==> src/rtl/microop_sequencer.sv <==
// Expands each accepted instruction into 1..8 micro-ops and checks them against an external step counter.
// Latency: accept -> SYNC cycle -> first micro-op (2 cycles); a chained instruction with len != 0 follows with no bubble.
// Backpressure: inst_ready is high only in IDLE or on the last micro-op; an offer made while it is low is held by the source.
module microop_sequencer #(
  parameter int OPCODE_W = 4
) (
  input  logic                clk,
  input  logic                rst,
  input  logic                inst_valid,
  output logic                inst_ready,
  input  logic [OPCODE_W-1:0] inst_opcode,
  input  logic [2:0]          inst_len,
  input  logic [2:0]          count,
  output logic                inst_done,
  output logic                uop_valid,
  output logic [OPCODE_W-1:0] uop_opcode,
  output logic [2:0]          uop_step,
  output logic                uop_last,
  output logic                seq_err
);

  typedef enum logic [1:0] {
    S_IDLE,
    S_GAP,
    S_SYNC,
    S_EXEC
  } state_t;

  state_t              state_q, state_d;
  logic [OPCODE_W-1:0] lat_op_q, lat_op_d;     // opcode of the instruction being sequenced
  logic [2:0]          lat_len_q, lat_len_d;   // its length minus one
  logic [OPCODE_W-1:0] op_q, op_d;             // opcode shown on uop_opcode, held outside EXEC
  logic [2:0]          step_q, step_d;
  logic                done_q, done_d;
  logic                valid_q, valid_d;
  logic                last_q, last_d;
  logic                err_q, err_d;

  logic                accept;
  logic [2:0]          count_val;
  logic [2:0]          step_inc;

  // count[0] carries the MSB of the counter value, so reorder into a normal number
  assign count_val  = {count[0], count[1], count[2]};
  assign step_inc   = step_q + 3'd1;
  assign inst_ready = (state_q == S_IDLE) || ((state_q == S_EXEC) && last_q);
  assign accept     = inst_valid && inst_ready;

  assign inst_done  = done_q;
  assign uop_valid  = valid_q;
  assign uop_last   = last_q;
  assign uop_opcode = op_q;
  assign uop_step   = step_q;
  assign seq_err    = err_q;

  // Next state plus next registered outputs; all outputs are decoded one cycle early so they come straight from flops
  always_comb begin
    state_d   = state_q;
    lat_op_d  = lat_op_q;
    lat_len_d = lat_len_q;
    op_d      = op_q;
    step_d    = step_q;
    err_d     = err_q;
    done_d    = 1'b0;
    valid_d   = 1'b0;
    last_d    = 1'b0;

    case (state_q)
      S_IDLE: begin
        if (accept) begin
          lat_op_d  = inst_opcode;
          lat_len_d = inst_len;
          state_d   = S_SYNC;
          done_d    = 1'b1;   // SYNC raises inst_done so the counter reloads
        end
      end

      S_GAP: begin
        // one low cycle of inst_done so the following SYNC is a real rising edge
        state_d = S_SYNC;
        done_d  = 1'b1;
      end

      S_SYNC: begin
        state_d = S_EXEC;
        op_d    = lat_op_q;
        step_d  = 3'd0;
        valid_d = 1'b1;
        last_d  = (lat_len_q == 3'd0);
        done_d  = (lat_len_q == 3'd0);
      end

      S_EXEC: begin
        // mismatch is flagged but never alters sequencing
        if (count_val != step_q) begin
          err_d = 1'b1;
        end
        if (!last_q) begin
          // step < len here, so the increment cannot wrap
          step_d  = step_inc;
          valid_d = 1'b1;
          last_d  = (step_inc == lat_len_q);
          done_d  = (step_inc == lat_len_q);
        end else if (accept) begin
          lat_op_d  = inst_opcode;
          lat_len_d = inst_len;
          if (inst_len != 3'd0) begin
            // inst_done was high on this step and drops next, giving a fresh edge later
            state_d = S_EXEC;
            op_d    = inst_opcode;
            step_d  = 3'd0;
            valid_d = 1'b1;
          end else begin
            // a single-step successor would keep inst_done high with no edge; insert GAP
            state_d = S_GAP;
          end
        end else begin
          state_d = S_IDLE;
        end
      end

      default: begin
        state_d = S_IDLE;
      end
    endcase
  end

  // State and output registers with synchronous reset taking priority over everything
  always_ff @(posedge clk) begin
    if (rst) begin
      state_q   <= S_IDLE;
      lat_op_q  <= '0;
      lat_len_q <= 3'd0;
      op_q      <= '0;
      step_q    <= 3'd0;
      done_q    <= 1'b0;
      valid_q   <= 1'b0;
      last_q    <= 1'b0;
      err_q     <= 1'b0;
    end else begin
      state_q   <= state_d;
      lat_op_q  <= lat_op_d;
      lat_len_q <= lat_len_d;
      op_q      <= op_d;
      step_q    <= step_d;
      done_q    <= done_d;
      valid_q   <= valid_d;
      last_q    <= last_d;
      err_q     <= err_d;
    end
  end

endmodule

==> config.mk <==
export PLATFORM = sky130hd
export DESIGN_NAME = microop_sequencer
export DESIGN_NICKNAME = d
export VERILOG_FILES = /design/src/rtl/microop_sequencer.sv
export SDC_FILE = /design/constraint.sdc
export NUM_CORES = 1
export LEC_CHECK = 0
export CORE_UTILIZATION = 46
export DETAILED_ROUTE_END_ITERATION = 6
export PLACE_DENSITY = 0.73
export SYNTH_ARGS = -nofsm -noshare
export SYNTH_HDL_FRONTEND = slang
export SYNTH_SLANG_ARGS = --single-unit
==> constraint.sdc <==
create_clock -name clk -period 1.5 [get_ports clk]
set_clock_uncertainty 0.1 [all_clocks]
set_input_delay 0.3 -clock clk [delete_from_list [all_inputs] [get_ports clk]]
set_output_delay 0.3 -clock clk [all_outputs]
set_load 0.05 [all_outputs]
==> results of run 1 <==
placed cells by master (no fill, tap or decap):
cell	count
buf_4	16
a21oi_1	3
nand2_2	1
dfxtp_2	2
nand2_1	6
nand2b_1	1
a31o_4	1
xor2_2	1
o41ai_1	1
mux2i_1	8
clkbuf_4	3
xor2_1	1
a311oi_1	3
nor3_1	2
and2b_1	1
and3_4	1
inv_1	2
clkbuf_16	1
dfxtp_4	2
nor4_2	1
nor2_2	1
ha_4	1
nor2_1	20
buf_12	12
o31a_1	1
a311oi_2	1
nand3b_1	1
nand3_1	4
o21ai_4	1
nor4_1	1
clkdlybuf4s50_1	12
xnor2_1	5
a32oi_1	1
or2_4	1
a21oi_2	1
a31oi_1	1
dfxtp_1	16
o21ai_0	1
or2_1	1
registers in the layout, indices dropped and copies added, names as in the netlist:
signal      flops
uop_valid       1
lat_op_q        4
uop_step        3
seq_err         1
uop_last        1
lat_len_q       3
state_q         2
inst_done       1
uop_opcode      4
tightest hold or removal path, stage by stage (launching register included):
cell and delay [ns]:
dfxtp_1 0.33, nand2_1 0.06, a311oi_1 0.08
final cells by class:
type | count | area, um2
clock buffer | 4 | 47.5
fill | 103 | 289
inverter | 2 | 7.51
multi-input combinational | 73 | 517
sequential | 20 | 410
tap | 25 | 31.3
timing repair buffer | 40 | 480
logic make-up (layout without fill, tap and decap cells):
group                      Yosys count  count (layout)  share of synthesized area
muxes                                8               8                     0.0891
AOI/OAI and AO/OA                   15              15                      0.141
buffers and inverters                6              46                     0.0306
adders and majority gates            1               1                     0.0139
xor gates and xnor gates             7               7                     0.0682
and+or+nand+nor                     42              42                      0.212
DFF                                 20              20                      0.446
through the flow:
step                      instances  hold slack, ns  TNS [ns]
after global placement          157           0.377     -1.47
final                           164           0.393    -0.122
after floorplan                  99           0.321         0
after global routing            164           0.420    -0.164
after CTS                       162           0.396    -0.130
after detailed placement        157           0.387     -2.04
power breakdown:
part / total (mW) / leakage, nW / switching (mW) / internal, mW
clock: 0.378 / 0.0261 / 0.174 / 0.203
combinational: 0.376 / 0.419 / 0.185 / 0.191
sequential: 0.593 / 0.166 / 0.0301 / 0.563
what timing repair did:
action,4_1_cts,5_1_grt
setup buffers,1,2
endpoints found under the setup margin,2,9
resized for setup,4,5
pin swaps,4,6
per-layer routing:
layer	GRT usage	up-vias
met5	0	-
met4	0.124	0
met3	0.0667	6
met2	0.414	25
met1	0.264	413
li1	-	425
final timing paths:
| path | startpoint | end | slack [ns] | depth (start not counted) |
|---|---|---|---|---|
| setup / recovery | state_q[1] | inst_ready | -0.12 | 3 |
| hold / removal | lat_op_q[2] | uop_opcode[2] | 0.39 | 2 |
| setup reg to reg | uop_step[0] | inst_done | 0.07 | 5 |
| hold reg to reg | lat_op_q[2] | uop_opcode[2] | 0.39 | 2 |
==> run metrics, run 1 <==
clock sinks=20; drt total wl=2260 um; Syn-to-layout area delta=66.3%; Core ar.=1780 um2; Syn Area/Cell=9.07 um2; WL per Instance=13.8 um; vias=869; Synth Flop Type=dfxtp_1; post-synthesis instance total=99; largest cells by area after synthesis=dfxtp_1 45%, mux2i_1 8.9%, nor2_1 8.8%; CP bufs+invs=1; TritonCTS clock tree=yes; Worst Tran Pin Value=0.336 ns; Via density=5.30; Num CTS Buffers=3; Synth area leader=dfxtp_1; power density over the cells=901 nW/um2; post-synth net total=113; post-detailed-placement half-perimeter wirelength=1730 um; Die Span X=46.2 um; # diodes=0; Yosys cell types=30; Final Hold Vio Count=0; # Max-Cap Violations=0; GP Congestion=0.846; Relative slew margins=0.776; die height=46.2 um; GR Util All Layers=0.239; HP Class=reg -> reg; pin count of the biggest net entering global routing=13; pre-CTS setup slack=-0.327 ns; met1 WL=965 um; Worst Setup End Kind=primary output; Crit Path Class=reg -> out; Synth top area share=0.446; first-pass GRT wire length=3570 um; DR top layer=met4; Tot Pwr=1.35 mW; flops & latches, synth=20; count leader, synth=nor2_1; Synth Warn #=0; failing checks=setup timing; H-tree lvl count=1; Post-synth EDFFs=0; final period utilization=1.08; initial drt markers=17; clk buf depth=2; crit start category=flop; Finished Cell Area=1490 um2; Port Buffer Count=24; CP max stage delay=0.36 ns; initial antenna violation count=0; Worst Path Arrival=1.22 ns; Crit path max-delay family=simple AND/OR/NAND/NOR gates; Final Max Tran Viols=0; Final #Nets=154; total grt overflow=0; Routed Antenna Nets=0; WP data required=1.10 ns; cts hold-fix bufs=0; Initial Util=0.504; synth cell count leaders=21 x nor2_1, 20 x dfxtp_1, 8 x mux2i_1; WL met3=105 um; share of layout cells above drive strength 1=0.338; Worst Path Max Fanout=4; Ports=25; detailed-route DRC error count=0; Setup violations, final=1; Final min period=1.62 ns; cell area after placement=1380 um2; DR pass1 iterations=4; worst-skew pair later-pin latency=0.31 ns; die area=2130 um2; row count=15; final core utilization=0.838; Clock transition at path regs=0.12 ns; Async S/R FF share, synth=0; Seq/Total Area, Yosys=0.446; root buf cell=clkbuf_4; CP Cell Sequence=and3_4, or2_4, buf_12; RSZ-0062 raised after global routing=true; Final Worst Setup Slack=-0.122 ns; fmax=617 MHz; slowest cell on the critical path=dfxtp_2; vias in the first global route=841; Synth Cell Area=898 um2; P_leak=0.612 nW; metal2 WL=1130 um; Worst VDD drop=622 uV; outcome=finished with violations
(Power assumes the default switching activity.)
==> run 2, diff against run 1 <==
CAP_MARGIN = 20   (was default)
==> results of run 2 <==
The final DEF is identical to that of run 1; final timing and power are the same.
==> run 3, diff against run 2 <==
SKIP_CTS_REPAIR_TIMING = 1   (was default)
clock period = 1.8 ns   (was 1.5 ns; I/O delays follow)
==> run metrics, run 3 (synthesized netlist as in run 1, its figures left out) <==
WP data required=1.34 ns (+0.24 ns); initial drt markers=18 (+1); DR pass1 iterations=4 (unchanged); most common cell after layout, fill and taps aside=nor2_1; Routed Antenna Nets=0 (unchanged); share of layout cells above drive strength 1=0.237 (-0.101); total grt overflow=0 (unchanged); P_leak=0.546 nW (-11%); Final Hold Vio Count=0 (unchanged); first-pass GRT wire length=3310 um (-7.1%); Worst Path Max Fanout=6 (+2); RSZ-0062 raised after global routing=false; Worst VDD drop=909 uV (+46%); Relative slew margins=0.744 (-0.0319); Setup violations, final=0 (-1); GR Util All Layers=0.217 (-0.0220); HP Class=reg -> reg; worst-skew pair later-pin latency=0.30 ns (about the same); min-delay src=lat_op_q[3]; Post-Route Setup TNS=0 ns (+0.122 ns); final period utilization=0.950; crit start category=flop; power density over the cells=870 nW/um2 (-3.5%); Crit Path Class=reg -> out; drt total wl=2110 um (-6.6%); reg2reg setup slack=0.29 ns (+0.22 ns); TritonCTS clock tree=yes; # Max-Cap Violations=0 (unchanged); # diodes=0 (unchanged); outcome=finished clean; fmax=585 MHz; hold worst-path end=uop_opcode[3]; root buf cell=clkbuf_4; clk buf depth=2 (unchanged); GP Congestion=0.831 (-1.8%); Num CTS Buffers=3 (unchanged); Final min period=1.71 ns; detailed-route DRC error count=0 (unchanged); Initial Util=0.504 (unchanged); initial antenna violation count=0 (unchanged); clock sinks=20 (unchanged); Worst Setup End Kind=primary output; vias=830 (-4.5%); Final Non-Filler Cells=156 (-4.9%); Worst Tran Pin Value=0.383 ns (+0.0471 ns); pin count of the biggest net entering global routing=13 (unchanged); Finished Cell Area=1280 um2 (-14%); hold path cells=2 (unchanged); Cell Count Post-Placement=151 (-3.8%); Worst R2R End=inst_done; Worst Path Arrival=1.25 ns (+0.03 ns); r2r worst-path depth=5 (unchanged); Final Max Tran Viols=0 (unchanged); Port Buffer Count=24 (unchanged); Core ar.=1780 um2 (unchanged); Critical R2R Launch=uop_step[0]; row count=15 (unchanged); H-tree lvl count=1 (unchanged); most frequent cells in the layout=21 x nor2_1, 18 x dfxtp_1, 17 x buf_4, 12 x clkdlybuf4s50_1, 8 x mux2i_1; die height=46.2 um (unchanged); Via density=5.32 (+0.41%); post-detailed-placement half-perimeter wirelength=1480 um (-15%); WL per Instance=13.5 um (-1.8%); cell area after placement=1210 um2 (-12%); vias in the first global route=779 (-7.4%); die area=2130 um2 (unchanged); Clock transition at path regs=0.11 ns (about the same); Final #Nets=146 (-5.2%); Ports=25 (unchanged); Syn-to-layout area delta=42.8%; Die Span X=46.2 um (unchanged)
[run 3: cell type report]
class	count	area, um2
tap	25	31.3
fill	137	500
timing repair buffer	32	308
inverter	2	7.51
sequential	20	405
clock inverter	1	30.0
clock buffer	3	22.5
multi-input combinational	73	478
[run 3: through the flow]
stage	util	hold WS, ns	setup WS, ns	power (mW)
2_1_floorplan	-	0.358	0.0386	0.651
3_5_place_dp	0.679	0.376	-0.0468	0.750
3_3_place_gp	0.679	0.354	0.0164	0.746
6_report	0.719	0.394	0.0903	1.12
5_1_grt	0.719	0.428	0.0538	1.16
4_1_cts	0.709	0.393	-0.0495	1.12
[run 3: worst max path at each step]
stage | slack (ns) | end | from | cells after the start
4_1_cts | -0.05 | inst_ready | state_q[1] | 3
3_3_place_gp | 0.02 | uop_opcode[2] | inst_len[0] | 4
5_1_grt | 0.05 | inst_ready | state_q[1] | 3
2_1_floorplan | 0.04 | inst_done | uop_step[1] | 5
6_report | 0.09 | inst_ready | state_q[1] | 3
3_5_place_dp | -0.05 | uop_opcode[1] | inst_len[0] | 4
[run 3: worst max-delay path, stage by stage (launching register included)]
cell and delay [ns]:
dfxtp_4 0.38, and3_4 0.18, or2_4 0.24, buf_12 0.15
[run 3: layer usage]
metal / track usage / routed length, um / part of all wire
met1: 0.251 / 931 / 0.44
met2: 0.380 / 1040 / 0.50
met3: 0.0431 / 106 / 0.050
met4: 0.100 / 25 / 0.012
met5: 0 / 0 / 0
[run 3: where the power goes]
part	internal (mW)	switching [mW]	total (mW)
clock network	0.225	0.142	0.367
logic	0.114	0.145	0.259
registers	0.471	0.0189	0.489
total	0.810	0.306	1.12
